==> src/rtl/mc_datapath_ctrl.sv <==
// Multi-cycle datapath controller.
// Sequences fetch, decode, execute and writeback, and drives the register
// loads, register-file addressing, ALU strobe and PC increment for each
// instruction. After a start pulse it keeps running until HALT or an
// illegal opcode.
module mc_datapath_ctrl #(
  parameter int MUL_CYCLES = 4,  // EXEC cycles spent on MUL (2..15)
  parameter int OPW        = 4   // opcode width, tied to IR[7:4]
) (
  input  logic           clock,
  input  logic           reset,
  input  logic           start,
  input  logic           mem_ack,
  input  logic [7:0]     instr,
  output logic           mem_rd,
  output logic           ir_load,
  output logic           op_load,
  output logic [OPW-1:0] opcode,
  output logic           a_load,
  output logic           b_load,
  output logic [1:0]     raddr_a,
  output logic [1:0]     raddr_b,
  output logic [1:0]     waddr,
  output logic           alu_go,
  output logic           rf_we,
  output logic           pc_inc,
  output logic           busy,
  output logic           halted,
  output logic           err,
  output logic [2:0]     state_dbg
);

  typedef enum logic [2:0] {
    S_IDLE   = 3'd0,
    S_FETCH  = 3'd1,
    S_DECODE = 3'd2,
    S_EXEC   = 3'd3,
    S_WB     = 3'd4,
    S_HALTED = 3'd5
  } state_t;

  localparam logic [OPW-1:0] OP_NOP  = OPW'(4'h0);
  localparam logic [OPW-1:0] OP_MUL  = OPW'(4'h8);
  localparam logic [OPW-1:0] OP_HALT = OPW'(4'hF);
  // The counter is preloaded so that it reaches zero in the last MUL cycle.
  localparam logic [3:0]     MUL_LOAD = 4'(MUL_CYCLES - 1);

  state_t         r_state;
  state_t         w_next;
  logic [7:0]     r_ir;
  logic [3:0]     r_cnt;
  logic [OPW-1:0] w_op;
  logic           w_is_alu;
  logic           w_is_mul;

  assign w_op     = r_ir[7:4];
  assign w_is_mul = (w_op == OP_MUL);
  // Opcodes 1..8 all take operands and go through EXEC; 8 is MUL.
  assign w_is_alu = (w_op >= OPW'(4'h1)) && (w_op <= OP_MUL);

  // State register; reset dominates start and abandons any instruction.
  // NOTE: clocked state uses non-blocking (<=) so every register samples
  // the pre-edge values and simulation order cannot change the result.
  always_ff @(posedge clock) begin
    if (reset) r_state <= S_IDLE;
    else       r_state <= w_next;
  end

  // Instruction register: captures instr on the acknowledged fetch cycle.
  always_ff @(posedge clock) begin
    if (reset)                             r_ir <= 8'h00;
    else if (r_state == S_FETCH && mem_ack) r_ir <= instr;
  end

  // MUL cycle counter: loaded in DECODE, counts down through EXEC.
  always_ff @(posedge clock) begin
    if (reset)                                  r_cnt <= 4'd0;
    else if (r_state == S_DECODE && w_is_mul)   r_cnt <= MUL_LOAD;
    else if (r_state == S_EXEC && r_cnt != 4'd0) r_cnt <= r_cnt - 4'd1;
  end

  // Next-state decode.
  // NOTE: every always_comb output gets a default on entry, so no path
  // can leave it unassigned and infer a latch.
  always_comb begin
    w_next = r_state;
    case (r_state)
      S_IDLE:   if (start) w_next = S_FETCH;
      S_FETCH:  if (mem_ack) w_next = S_DECODE;
      S_DECODE: begin
        if (w_op == OP_NOP)       w_next = S_FETCH;
        else if (w_is_alu)        w_next = S_EXEC;
        else if (w_op == OP_HALT) w_next = S_HALTED;
        else                      w_next = S_IDLE;   // illegal opcode
      end
      S_EXEC:   if (!w_is_mul || r_cnt == 4'd0) w_next = S_WB;
      S_WB:     w_next = S_FETCH;
      S_HALTED: if (start) w_next = S_FETCH;
      default:  w_next = S_IDLE;                    // codes 6/7 recover
    endcase
  end

  // Output decode from state, IR and the memory handshake.
  always_comb begin
    mem_rd  = 1'b0;
    ir_load = 1'b0;
    op_load = 1'b0;
    a_load  = 1'b0;
    b_load  = 1'b0;
    alu_go  = 1'b0;
    rf_we   = 1'b0;
    pc_inc  = 1'b0;
    err     = 1'b0;
    case (r_state)
      S_FETCH: begin
        mem_rd  = 1'b1;
        ir_load = mem_ack;
      end
      S_DECODE: begin
        if (w_is_alu) begin
          op_load = 1'b1;
          a_load  = 1'b1;
          b_load  = 1'b1;
        end else if (w_op == OP_NOP || w_op == OP_HALT) begin
          pc_inc = 1'b1;
        end else begin
          err = 1'b1;
        end
      end
      S_EXEC:  alu_go = 1'b1;
      S_WB: begin
        rf_we  = 1'b1;
        pc_inc = 1'b1;
      end
      default: ;
    endcase
  end

  // Register-file addressing always follows the latched instruction.
  assign opcode    = w_op;
  assign raddr_a   = r_ir[3:2];
  assign raddr_b   = r_ir[1:0];
  assign waddr     = r_ir[3:2];
  assign busy      = (r_state == S_FETCH) || (r_state == S_DECODE) ||
                     (r_state == S_EXEC)  || (r_state == S_WB);
  assign halted    = (r_state == S_HALTED);
  assign state_dbg = r_state;

endmodule

==> config.mk <==
export PLATFORM = sky130hd
export DESIGN_NAME = mc_datapath_ctrl
export DESIGN_NICKNAME = d
export VERILOG_FILES = /design/src/rtl/mc_datapath_ctrl.sv
export SDC_FILE = /design/constraint.sdc
export NUM_CORES = 1
export LEC_CHECK = 0
export BUFFER_PORTS_ARGS = -buffer_cell sky130_fd_sc_hd__buf_2
export CAP_MARGIN = 30
export CELL_PAD_IN_SITES_DETAIL_PLACEMENT = 0
export CELL_PAD_IN_SITES_GLOBAL_PLACEMENT = 1
export CORE_UTILIZATION = 31
export DETAILED_ROUTE_END_ITERATION = 8
export MAX_ROUTING_LAYER = met4
export PLACE_DENSITY_LB_ADDON = 0.2
export SLEW_MARGIN = 40
export SYNTH_ARGS = -nofsm -noshare
export SYNTH_HDL_FRONTEND = slang
export SYNTH_SLANG_ARGS = --single-unit
==> constraint.sdc <==
create_clock -name clock -period 1.45 [get_ports clock]
set_input_delay 0.145 -clock clock [delete_from_list [all_inputs] [get_ports clock]]
set_output_delay 0.145 -clock clock [all_outputs]
set_load 0.005 [all_outputs]
==> impl_metrics.sql, run 1 <==
INSERT INTO impl_metrics (metric_group, metric, value, unit) VALUES
('route', 'ant_nets', '0', ''),
('worst_setup_path', 'critical_path_class', 'reg -> out', ''),
('synth', 'dominantRegCellSynth', 'sky130_fd_sc_hd__dfxtp_1', ''),
('sta', 'post-route-min-period', '1.597', 'ns'),
('placed_design', 'routabilityCongestion', '0.7244', ''),
('job', 'max_cap_violations', '0', ''),
('hold_path', 'hold_depth', '3', ''),
('route', 'first_iter_violations', '22', ''),
('worst_setup_path', 'path_buf_inv', '1', ''),
('clock_tree', 'clock_tree.htree_level_count', '1', ''),
('sta', 'worst_pin_slew', '0.2492', 'ns'),
('layout', 'post_route_cells_drive_above_1_share', '0.5197', ''),
('worst_setup_path', 'crit_fanout', '5', ''),
('synth', 'ys_async_sr_fraction', '0', ''),
('layout', 'area_growth', '47.60', '%'),
('die', 'die_height', '56.25', 'um'),
('worst_setup_path', 'slowest_cell_on_crit_path', 'sky130_fd_sc_hd__or3_4', ''),
('placed_design', 'post-dp-hpwl', '1610', 'um'),
('route', 'route.detailed.drc', '0', ''),
('worst_setup_path', 'crit_chain', 'or3_4, xor2_1, and2_1, buf_2', ''),
('sta', 'max_freq', '0.6261', 'GHz'),
('sta', 'final_max_tran_viols', '0', ''),
('grt', 'antenna_found_initial', '0', ''),
('sta', 'final.hold.worst_slack', '0.1090', 'ns'),
('route', 'route.final.wire_length', '2170', 'um'),
('sta', 'setup_viol', '5', ''),
('synth', 'synth_cells', '102', ''),
('sta', 'final_worst_slack', '-0.1473', 'ns'),
('worst_setup_path', 'critPathArrivalTime', '1.45', 'ns'),
('worst_setup_path', 'max_stage_delay', '0.41', 'ns'),
('clock_tree', 'tritoncts_clock_tree', 'done', ''),
('route', 'drt-wirelength-per-cell', '11.86', 'um'),
('grt', 'grt_pass1_vias', '806', ''),
('clock_tree', 'worstSkewPairLatency', '0.27', 'ns'),
('hold_path', 'hold_path.class', 'in -> reg', ''),
('die', 'coreArea', '2781', 'um2'),
('clock_tree', 'clk_root_buffer_cell', 'sky130_fd_sc_hd__clkbuf_4', ''),
('clock_tree', 'numCtsBuffers', '3', ''),
('synth', 'synth.largest_area_cell', 'sky130_fd_sc_hd__dfxtp_1', ''),
('synth', 'synth.yosys.seq_area_share', '0.3292', ''),
('route', 'via_count', '884', ''),
('worst_setup_path', 'register_to_register_path_depth', '3', ''),
('synth', 'synth_fp_nets', '115', ''),
('layout', 'design_area', '1346', 'um2'),
('synth', 'post-synth-top-count-cell', 'sky130_fd_sc_hd__dfxtp_1', ''),
('sta', 'final.period_utilization', '1.102', ''),
('synth', 'synth_common_cells', '15 x sky130_fd_sc_hd__dfxtp_1, 13 x sky130_fd_sc_hd__nor2_1, 8 x sky130_fd_sc_hd__mux2i_1', ''),
('worst_setup_path', 'critical_path.top_delay_family', 'simple AND/OR/NAND/NOR gates', ''),
('clock_tree', 'clkSlewWorstSetupHoldPaths', '0.08', 'ns'),
('layout', 'layout.filler_cells', '286', ''),
('grt', 'global_route_wire_length_before_repair', '3498', 'um'),
('placed_design', 'place_area', '1176', 'um2'),
('sta', 'slew_headroom', '0.8315', ''),
('synth', 'ys_ff_latch', '15', ''),
('synth', 'number_of_different_library_cells_in_the_post_synthesis_netlist', '39', ''),
('die', 'dieWidth', '56.25', 'um'),
('die', 'boundaryPins', '36', ''),
('outcome', 'failed_checks', 'negative setup slack', ''),
('sta', 'fin_tns_setup', '-0.5500', 'ns'),
('sta', 'fin_skew', '0.007096', 'ns'),
('worst_setup_path', 'timing.critical_path.from_type', 'flop', ''),
('clock_tree', 'cts_max_path_bufs', '2', ''),
('outcome', 'status', 'finished with violations', ''),
('die', 'initial_utilization', '0.3279', ''),
('pwr', 'worst_case_vdd_ir_drop', '548.5', 'uV'),
('synth', 'netlist.area_leader.share', '0.3292', ''),
('sta', 'timing_hold_violations_final', '0', ''),
('placed_design', 'pre_cts_ws', '-0.02423', 'ns'),
('synth', 'syn_area_per_cell', '8.942', 'um2'),
('clock_tree', 'cts_hold_buffers', '0', ''),
('route', 'viasPerCell', '4.831', '');
-- final timing paths --
path / start / to / slack (ns)
worst min-delay path: instr[3] / r_ir[3]$_SDFFE_PP0P_ / 0.11
worst min register to register: r_ir[1]$_SDFFE_PP0P_ / r_ir[1]$_SDFFE_PP0P_ / 0.51
worst max register to register: r_cnt[2]$_SDFFE_PP0P_ / r_cnt[3]$_SDFFE_PP0P_ / 0.04
worst max-delay path: r_ir[4]$_SDFFE_PP0P_ / b_load / -0.15
-- state kept, by name, summed over array words and instances, names as in the netlist --
signal	cells
r_ir	8
state_dbg	3
r_cnt	4
-- per-layer routing --
metal,routed length [um],up-vias,global-route usage
li1,-,465,-
met1,1036,400,0.1819
met2,1042,17,0.2313
met3,74,2,0.01860
met4,16,0,0.03136
met5,0,-,-
-- report_power, final --
part / internal (mW) / switching (mW)
sequential: 0.434 / 0.0261
clock: 0.106 / 0.126
combinational: 0.187 / 0.138
-- cell families (layout without fill, tap and decap cells) --
group / Yosys count / after routing / share of synthesized area
muxes: 8 / 8 / 0.08780
AOI/OAI and AO/OA: 18 / 18 / 0.1317
DFF: 15 / 15 / 0.3292
buffers and inverters: 16 / 66 / 0.09054
adders and majority gates: 1 / 1 / 0.01372
xor gates and xnor gates: 2 / 2 / 0.01921
and+or+nand+nor: 42 / 42 / 0.3278
-- worst reg2reg max path: stages (launching register included) --
cell and delay, ns:
sky130_fd_sc_hd__dfxtp_2 0.36, sky130_fd_sc_hd__or3_1 0.36, sky130_fd_sc_hd__or4_4 0.49, sky130_fd_sc_hd__a21oi_2 0.14
-- final cells by class --
cell class / instances / area (um2) / area share
clock buffer: 4 / 26.28 / 0.01952
inverter: 6 / 22.52 / 0.01673
multi-input combinational: 71 / 566.8 / 0.4210
sequential: 15 / 321.6 / 0.2388
tap: 31 / 38.79 / 0.02881
timing repair buffer: 56 / 370.4 / 0.2751
-- cells in the final DEF (no fill, tap or decap), drive strengths merged, types with 2 or more instances in the layout --
cell type	count
a21o	2
a21oi	3
a31oi	2
and2	2
buf	56
clkbuf	4
dfxtp	15
inv	6
mux2i	8
nand2	2
nand2b	2
nand3b	2
nand4	2
nand4b	2
nor2	13
nor3b	4
nor4b	2
o21ai	6
or3	3
or4	2
-- timing repair --
| item | 4_1_cts | 5_1_grt |
|---|---|---|
| pin swaps | 1 | 7 |
| endpoints found under the setup margin | 9 | 10 |
| resized for setup | 11 | 17 |
| setup buffers | 1 | 7 |
-- per-stage QoR --
stage | utilization | std cells | power [mW]
after detailed placement | 0.4229 | 171 | 0.7467
after floorplan | - | 102 | 0.6277
after global placement | 0.4229 | 171 | 0.7456
final | 0.4840 | 183 | 1.018
after CTS | 0.4449 | 176 | 1.004
after global routing | 0.4840 | 183 | 1.085
Note: power is estimated with default switching activity, not from simulation.
==> run 2: changes to the inputs <==
--- a/config.mk
+++ b/config.mk
@@ -10,6 +10,7 @@
 export CELL_PAD_IN_SITES_DETAIL_PLACEMENT = 0
 export CELL_PAD_IN_SITES_GLOBAL_PLACEMENT = 1
 export CORE_UTILIZATION = 31
+export CTS_BUF_LIST = sky130_fd_sc_hd__clkbuf_4 sky130_fd_sc_hd__clkbuf_8 sky130_fd_sc_hd__clkbuf_16
 export DETAILED_ROUTE_END_ITERATION = 8
 export MAX_ROUTING_LAYER = met4
 export PLACE_DENSITY_LB_ADDON = 0.2
==> run 2 against run 1 <==
- the flow still finishes with violations (negative setup slack)
- sequential share of layout area shrank 0.066 points
- global-route usage is the same
- first-iteration DRC count is the same
- via count grew 0.11%
- worst setup slack lost 0.00090 ns
- non-clock buffer count is the same
- maximum frequency is essentially flat
- routed wire length grew 0.14%
- largest cell class unchanged
- highest routed layer unchanged
==> impl_metrics.sql, run 2 (synthesis results as in run 1) <==
INSERT INTO impl_metrics (metric_group, metric, value, unit) VALUES
('layout', 'layout.filler_cells', '287', ''),
('sta', 'final_worst_slack', '-0.1482', 'ns'),
('sta', 'timing_hold_violations_final', '0', ''),
('placed_design', 'port_buffers', '35', ''),
('worst_setup_path', 'critical_path.top_delay_family', 'simple AND/OR/NAND/NOR gates', ''),
('route', 'first_iter_violations', '22', ''),
('pwr', 'p_clk_frac', '0.243', ''),
('clock_tree', 'clkSlewWorstSetupHoldPaths', '0.08', 'ns'),
('sta', 'final.period_utilization', '1.102', ''),
('outcome', 'status', 'finished with violations', ''),
('die', 'initial_utilization', '0.3279', ''),
('grt', 'global_route_wire_length_before_repair', '3498', 'um'),
('layout', 'final_cell_mix', '34 x sky130_fd_sc_hd__buf_2, 16 x sky130_fd_sc_hd__buf_4, 13 x sky130_fd_sc_hd__nor2_1', ''),
('layout', 'post_route_cells_drive_above_1_share', '0.5263', ''),
('worst_setup_path', 'timing.critical_path.to_type', 'output pin', ''),
('layout', 'top_register', 'r_ir', ''),
('worst_setup_path', 'crit_fanout', '5', ''),
('clock_tree', 'clock_tree.htree_level_count', '1', ''),
('worst_setup_path', 'timing.critical_path.from_type', 'flop', ''),
('grt', 'globalRoute.totalOverflow', '0', ''),
('sta', 'worst_pin_slew', '0.2492', 'ns'),
('sta', 'setup_viol', '5', ''),
('sta', 'grt_setup_unrepaired', 'yes', ''),
('worst_setup_path', 'slowest_cell_on_crit_path', 'sky130_fd_sc_hd__or3_4', ''),
('clock_tree', 'worstSkewPairLatency', '0.27', 'ns'),
('route', 'via_count', '885', ''),
('sta', 'post-route-min-period', '1.598', 'ns'),
('grt', 'groute.usage.overall', '0.1398', ''),
('clock_tree', 'numCtsBuffers', '3', ''),
('worst_setup_path', 'critPathArrivalTime', '1.45', 'ns'),
('route', 'route.detailed.drc', '0', ''),
('grt', 'grt_pass1_vias', '806', ''),
('job', 'max_cap_violations', '0', ''),
('layout', 'number_of_flip_flops_in_the_largest_register', '8', ''),
('die', 'boundaryPins', '36', ''),
('route', 'route.final.wire_length', '2173', 'um'),
('pwr', 'internal_power', '0.7464', 'mW'),
('grt', 'antenna_found_initial', '0', ''),
('route', 'ant_nets', '0', ''),
('placed_design', 'post-dp-hpwl', '1610', 'um'),
('layout', 'most_frequent_standard_cell_in_the_layout_excluding_fill_and_tap_cells', 'sky130_fd_sc_hd__buf_2', ''),
('pwr', 'power.switching', '0.2908', 'mW'),
('pwr', 'p_leak', '0.6556', 'nW'),
('clock_tree', 'cts.sink_count', '15', ''),
('placed_design', 'place_area', '1176', 'um2'),
('layout', 'finish.net_count', '166', ''),
('route', 'viasPerCell', '4.836', ''),
('clock_tree', 'cts_max_path_bufs', '2', ''),
('layout', 'sequential_cell_area', '321.6', 'um2'),
('worst_setup_path', 'setup.reg_to_reg.worst_slack', '0.04', 'ns'),
('layout', 'area_growth', '48.01', '%'),
('worst_setup_path', 'max_stage_delay', '0.41', 'ns'),
('die', 'dieWidth', '56.25', 'um'),
('layout', 'post-route-util', '0.4854', ''),
('die', 'die_height', '56.25', 'um'),
('clock_tree', 'cts_hold_buffers', '0', ''),
('pwr', 'power_frac_seq', '0.444', ''),
('layout', 'antennaDiodeCount', '0', ''),
('layout', 'design_area', '1350', 'um2'),
('clock_tree', 'clk_root_buffer_cell', 'sky130_fd_sc_hd__clkbuf_4', ''),
('route', 'drt-wirelength-per-cell', '11.87', 'um'),
('clock_tree', 'tritoncts_clock_tree', 'done', ''),
('pwr', 'report.power.total', '1.037', 'mW'),
('worst_setup_path', 'critical_path_class', 'reg -> out', ''),
('placed_design', 'routabilityCongestion', '0.7244', ''),
('die', 'coreArea', '2781', 'um2'),
('outcome', 'failed_checks', 'negative setup slack', ''),
('pwr', 'p_per_area', '768.3', 'nW/um2'),
('die', 'dieArea', '3164', 'um2'),
('sta', 'fin_skew', '0.006409', 'ns'),
('hold_path', 'hold_path.class', 'in -> reg', ''),
('pwr', 'worst_case_vdd_ir_drop', '552.7', 'uV'),
('worst_setup_path', 'critical_path_required', '1.31', 'ns'),
('die', 'rows', '19', ''),
('pwr', 'share_of_power_burned_in_combinational_logic', '0.313', ''),
('worst_setup_path', 'crit_chain', 'or3_4, xor2_1, and2_1, buf_2', ''),
('pwr', 'netSwitchingFraction', '0.2804', ''),
('sta', 'slew_headroom', '0.8315', ''),
('sta', 'final_max_tran_viols', '0', ''),
('sta', 'max_freq', '0.6257', 'GHz'),
('grt', 'grt_start_max_net_pins', '11', ''),
('worst_setup_path', 'path_buf_inv', '1', ''),
('route', 'drt_pre_antenna_iters', '4', ''),
('layout', 'multi_input_area', '566.8', 'um2');
## run 2: cell count changes in the layout (fill, tap and decap cells not counted)
cell                       change
sky130_fd_sc_hd__clkbuf_1      -1
sky130_fd_sc_hd__clkbuf_4      +1
## run 2: per-stage QoR
step | setup slack, ns | cells | TNS (ns) | hold slack, ns
5_1_grt | -0.1998 | 183 | -0.8700 | 0.1116
4_1_cts | -0.1653 | 176 | -0.7000 | 0.1026
2_1_floorplan | 0.03810 | 102 | 0 | 0.2922
3_3_place_gp | 0.05294 | 171 | 0 | 0.3800
3_5_place_dp | -0.02423 | 171 | -0.02423 | 0.3949
6_report | -0.1482 | 183 | -0.5545 | 0.1080
## run 2: tightest hold or removal path, delay by kind of cell
family / cells / cell delay, ns
simple gates: 1 / 0.07
mux: 1 / 0.06
buf+inv: 1 / 0.07
## run 2: what timing repair did
action	4_1_cts	5_1_grt
pin swaps	1	7
buffers inserted	1	7
setup endpoints to repair	9	10
endpoints found under the hold margin	0	0
resized for setup	11	17
## run 2: layout make-up
cell class              count  share of cell area
clock buffers               4             0.02224
inverters                   6             0.01668
multi-input cells          71              0.4198
flip-flops and latches     15              0.2382
well taps                  31             0.02873
repair buffers             56              0.2743
## run 2: path summary, 6_finish.rpt
check | startpoint | to | depth (start not counted)
worst min register to register | r_ir[1]$_SDFFE_PP0P_ | r_ir[1]$_SDFFE_PP0P_ | 2
worst max-delay path | r_ir[4]$_SDFFE_PP0P_ | b_load | 4
worst min-delay path | instr[3] | r_ir[3]$_SDFFE_PP0P_ | 3
worst max register to register | r_cnt[2]$_SDFFE_PP0P_ | r_cnt[3]$_SDFFE_PP0P_ | 3
## run 2: routing by layer
layer,GRT usage,wire length [um],up-vias
met5,-,0,-
met4,0.03136,16,0
met3,0.01860,74,2
met2,0.2313,1042,17
met1,0.1819,1040,402
li1,-,-,464
## run 2: power groups by stage
stage | logic, mW | clock network [mW] | registers [mW]
floorplan | 0.158 | 0 | 0.469
global placement | 0.270 | 0 | 0.476
detailed placement | 0.271 | 0 | 0.476
CTS | 0.286 | 0.269 | 0.468
global route | 0.357 | 0.283 | 0.465
finish | 0.325 | 0.252 | 0.461
==> run 3: changes to the inputs <==
==> constraint.sdc (replaced) <==
create_clock -name clock -period 1.45 [get_ports clock]
set_input_delay 0.0725 -clock clock [delete_from_list [all_inputs] [get_ports clock]]
set_output_delay 0.0725 -clock clock [all_outputs]
set_load 0.005 [all_outputs]
==> run 3 against run 2 <==
- the flow still finishes with violations (negative setup slack)
- power down 1.8%
- critical path type unchanged
- non-clock buffer count down 4
- critical endpoint is now op_load
- clock power increased by 4%
- flip-flop and latch count stayed put
==> impl_metrics.sql, run 3 (synthesis results as in run 1) <==
INSERT INTO impl_metrics (metric_group, metric, value, unit) VALUES
('die', 'dieArea', '3164', 'um2'),
('worst_setup_path', 'slowest_cell_on_crit_path', 'sky130_fd_sc_hd__or3_4', ''),
('route', 'drt_pre_antenna_iters', '4', ''),
('pwr', 'power_frac_seq', '0.452', ''),
('sta', 'timing_hold_violations_final', '0', ''),
('pwr', 'share_of_power_burned_in_combinational_logic', '0.292', ''),
('clock_tree', 'clkSlewWorstSetupHoldPaths', '0.08', 'ns'),
('clock_tree', 'worstSkewPairLatency', '0.28', 'ns'),
('sta', 'post-route-min-period', '1.517', 'ns'),
('grt', 'globalRoute.totalOverflow', '0', ''),
('worst_setup_path', 'critPathArrivalTime', '1.44', 'ns'),
('placed_design', 'port_buffers', '35', ''),
('clock_tree', 'cts_max_path_bufs', '2', ''),
('sta', 'final.period_utilization', '1.046', ''),
('sta', 'max_freq', '0.6594', 'GHz'),
('sta', 'slew_headroom', '0.8273', ''),
('sta', 'final_worst_slack', '-0.06651', 'ns'),
('layout', 'top_register', 'r_ir', ''),
('worst_setup_path', 'path_buf_inv', '1', ''),
('die', 'rows', '19', ''),
('pwr', 'p_per_area', '776.9', 'nW/um2'),
('grt', 'grt_start_max_net_pins', '10', ''),
('route', 'route.detailed.drc', '0', ''),
('sta', 'final_max_tran_viols', '0', ''),
('route', 'route.final.wire_length', '2205', 'um'),
('grt', 'global_route_wire_length_before_repair', '3581', 'um'),
('pwr', 'internal_power', '0.7225', 'mW'),
('route', 'ant_nets', '0', ''),
('die', 'initial_utilization', '0.3279', ''),
('die', 'boundaryPins', '36', ''),
('layout', 'final_cell_mix', '35 x sky130_fd_sc_hd__buf_2, 15 x sky130_fd_sc_hd__buf_4, 12 x sky130_fd_sc_hd__nor2_1', ''),
('placed_design', 'routabilityCongestion', '0.7713', ''),
('route', 'first_iter_violations', '9', ''),
('sta', 'fin_skew', '0.006931', 'ns'),
('clock_tree', 'cts.sink_count', '15', ''),
('worst_setup_path', 'worst_r2r_startpoint', 'r_cnt[0]$_SDFFE_PP0P_', ''),
('worst_setup_path', 'critical_path.top_delay_family', 'simple AND/OR/NAND/NOR gates', ''),
('hold_path', 'hold_path.class', 'in -> reg', ''),
('clock_tree', 'cts_hold_buffers', '0', ''),
('worst_setup_path', 'critical_path_class', 'reg -> out', ''),
('worst_setup_path', 'timing.critical_path.to_type', 'output pin', ''),
('sta', 'fin_tns_setup', '-0.1971', 'ns'),
('worst_setup_path', 'critical_path_required', '1.38', 'ns'),
('grt', 'antenna_found_initial', '0', ''),
('worst_setup_path', 'crit_chain', 'or3_4, xor2_1, and2_4, buf_2', ''),
('layout', 'most_frequent_standard_cell_in_the_layout_excluding_fill_and_tap_cells', 'sky130_fd_sc_hd__buf_2', ''),
('outcome', 'failed_checks', 'negative setup slack', ''),
('grt', 'grt_pass1_vias', '832', ''),
('clock_tree', 'clk_root_buffer_cell', 'sky130_fd_sc_hd__clkbuf_4', ''),
('pwr', 'p_clk_frac', '0.256', ''),
('worst_setup_path', 'crit_fanout', '4', ''),
('route', 'via_count', '879', ''),
('placed_design', 'post-dp-hpwl', '1634', 'um'),
('sta', 'grt_setup_unrepaired', 'yes', ''),
('pwr', 'worst_case_vdd_ir_drop', '631.0', 'uV'),
('layout', 'layout.filler_cells', '279', ''),
('clock_tree', 'clock_tree.htree_level_count', '1', ''),
('worst_setup_path', 'timing.critical_path.from_type', 'flop', ''),
('pwr', 'report.power.total', '1.019', 'mW'),
('pwr', 'netSwitchingFraction', '0.2908', ''),
('worst_setup_path', 'setup.worst_path.start', 'r_ir[4]$_SDFFE_PP0P_', ''),
('layout', 'number_of_flip_flops_in_the_largest_register', '8', ''),
('route', 'viasPerCell', '4.911', ''),
('clock_tree', 'tritoncts_clock_tree', 'done', ''),
('sta', 'setup_viol', '3', ''),
('layout', 'finish.net_count', '162', ''),
('pwr', 'p_leak', '0.6296', 'nW'),
('die', 'dieWidth', '56.25', 'um'),
('clock_tree', 'numCtsBuffers', '3', ''),
('sta', 'worst_pin_slew', '0.2555', 'ns'),
('worst_setup_path', 'max_stage_delay', '0.40', 'ns'),
('outcome', 'status', 'finished with violations', ''),
('layout', 'area_growth', '43.76', '%'),
('layout', 'post_route_cells_drive_above_1_share', '0.5270', ''),
('die', 'coreArea', '2781', 'um2'),
('pwr', 'power.switching', '0.2962', 'mW'),
('hold_path', 'source_of_the_worst_hold_timing_path', 'instr[1]', ''),
('grt', 'groute.usage.overall', '0.1456', ''),
('job', 'max_cap_violations', '0', ''),
('layout', 'antennaDiodeCount', '0', ''),
('die', 'die_height', '56.25', 'um'),
('route', 'drt-wirelength-per-cell', '12.32', 'um');
-- run 3: power groups by stage --
stage	sequential (mW)	combinational, mW	clock, mW
detailed placement	0.470	0.264	0
floorplan	0.469	0.158	0
finish	0.460	0.298	0.261
global placement	0.470	0.262	0
global route	0.464	0.327	0.288
CTS	0.460	0.285	0.275
-- run 3: worst reg2reg max path, stage by stage, from the launching register on --
cell and delay (ns):
sky130_fd_sc_hd__dfxtp_2 0.35, sky130_fd_sc_hd__buf_6 0.11, sky130_fd_sc_hd__or3_4 0.32, sky130_fd_sc_hd__or4_4 0.48
sky130_fd_sc_hd__a21oi_2 0.11
-- run 3: routing by layer --
metal / up-vias / global-route usage / wire, um
met5: - / - / 0
met4: 0 / 0.05923 / 16
met3: 2 / 0.02093 / 72
met2: 21 / 0.2381 / 1088
met1: 402 / 0.1804 / 1028
li1: 454 / - / -
-- run 3: final timing paths --
| kind | endpoint | slack, ns | cells after the start |
|---|---|---|---|
| worst max-delay path | op_load | -0.07 | 4 |
| worst min-delay path | r_ir[1]$_SDFFE_PP0P_ | 0.03 | 3 |
| worst max register to register | r_cnt[3]$_SDFFE_PP0P_ | 0.02 | 4 |
| worst min register to register | r_ir[1]$_SDFFE_PP0P_ | 0.51 | 2 |
-- run 3: layout make-up --
cell class              instances  area, um2  share of cell area
multi-input cells              71      586.8              0.4475
flip-flops and latches         15      314.1              0.2395
well taps                      31      38.79             0.02958
inverters                       6      22.52             0.01718
repair buffers                 52      319.1              0.2433
clock buffers                   4      30.03             0.02290
-- run 3: stage by stage --
| step | hold WS (ns) | instances | area, um2 | util | setup WS (ns) |
|---|---|---|---|---|---|
| after floorplan | 0.2197 | 102 | 912.1 | - | 0.04770 |
| after global placement | 0.3074 | 169 | 1161 | 0.4175 | 0.04531 |
| after detailed placement | 0.3194 | 169 | 1161 | 0.4175 | -0.004411 |
| after CTS | 0.01458 | 176 | 1236 | 0.4444 | -0.09966 |
| after global routing | 0.02589 | 179 | 1311 | 0.4714 | -0.1177 |
| final | 0.02564 | 179 | 1311 | 0.4714 | -0.06651 |
-- run 3: repair_timing --
action                     CTS  global route
resized for setup            9            16
pin swaps                    1             8
setup endpoints to repair    8            10
buffers inserted             3             3
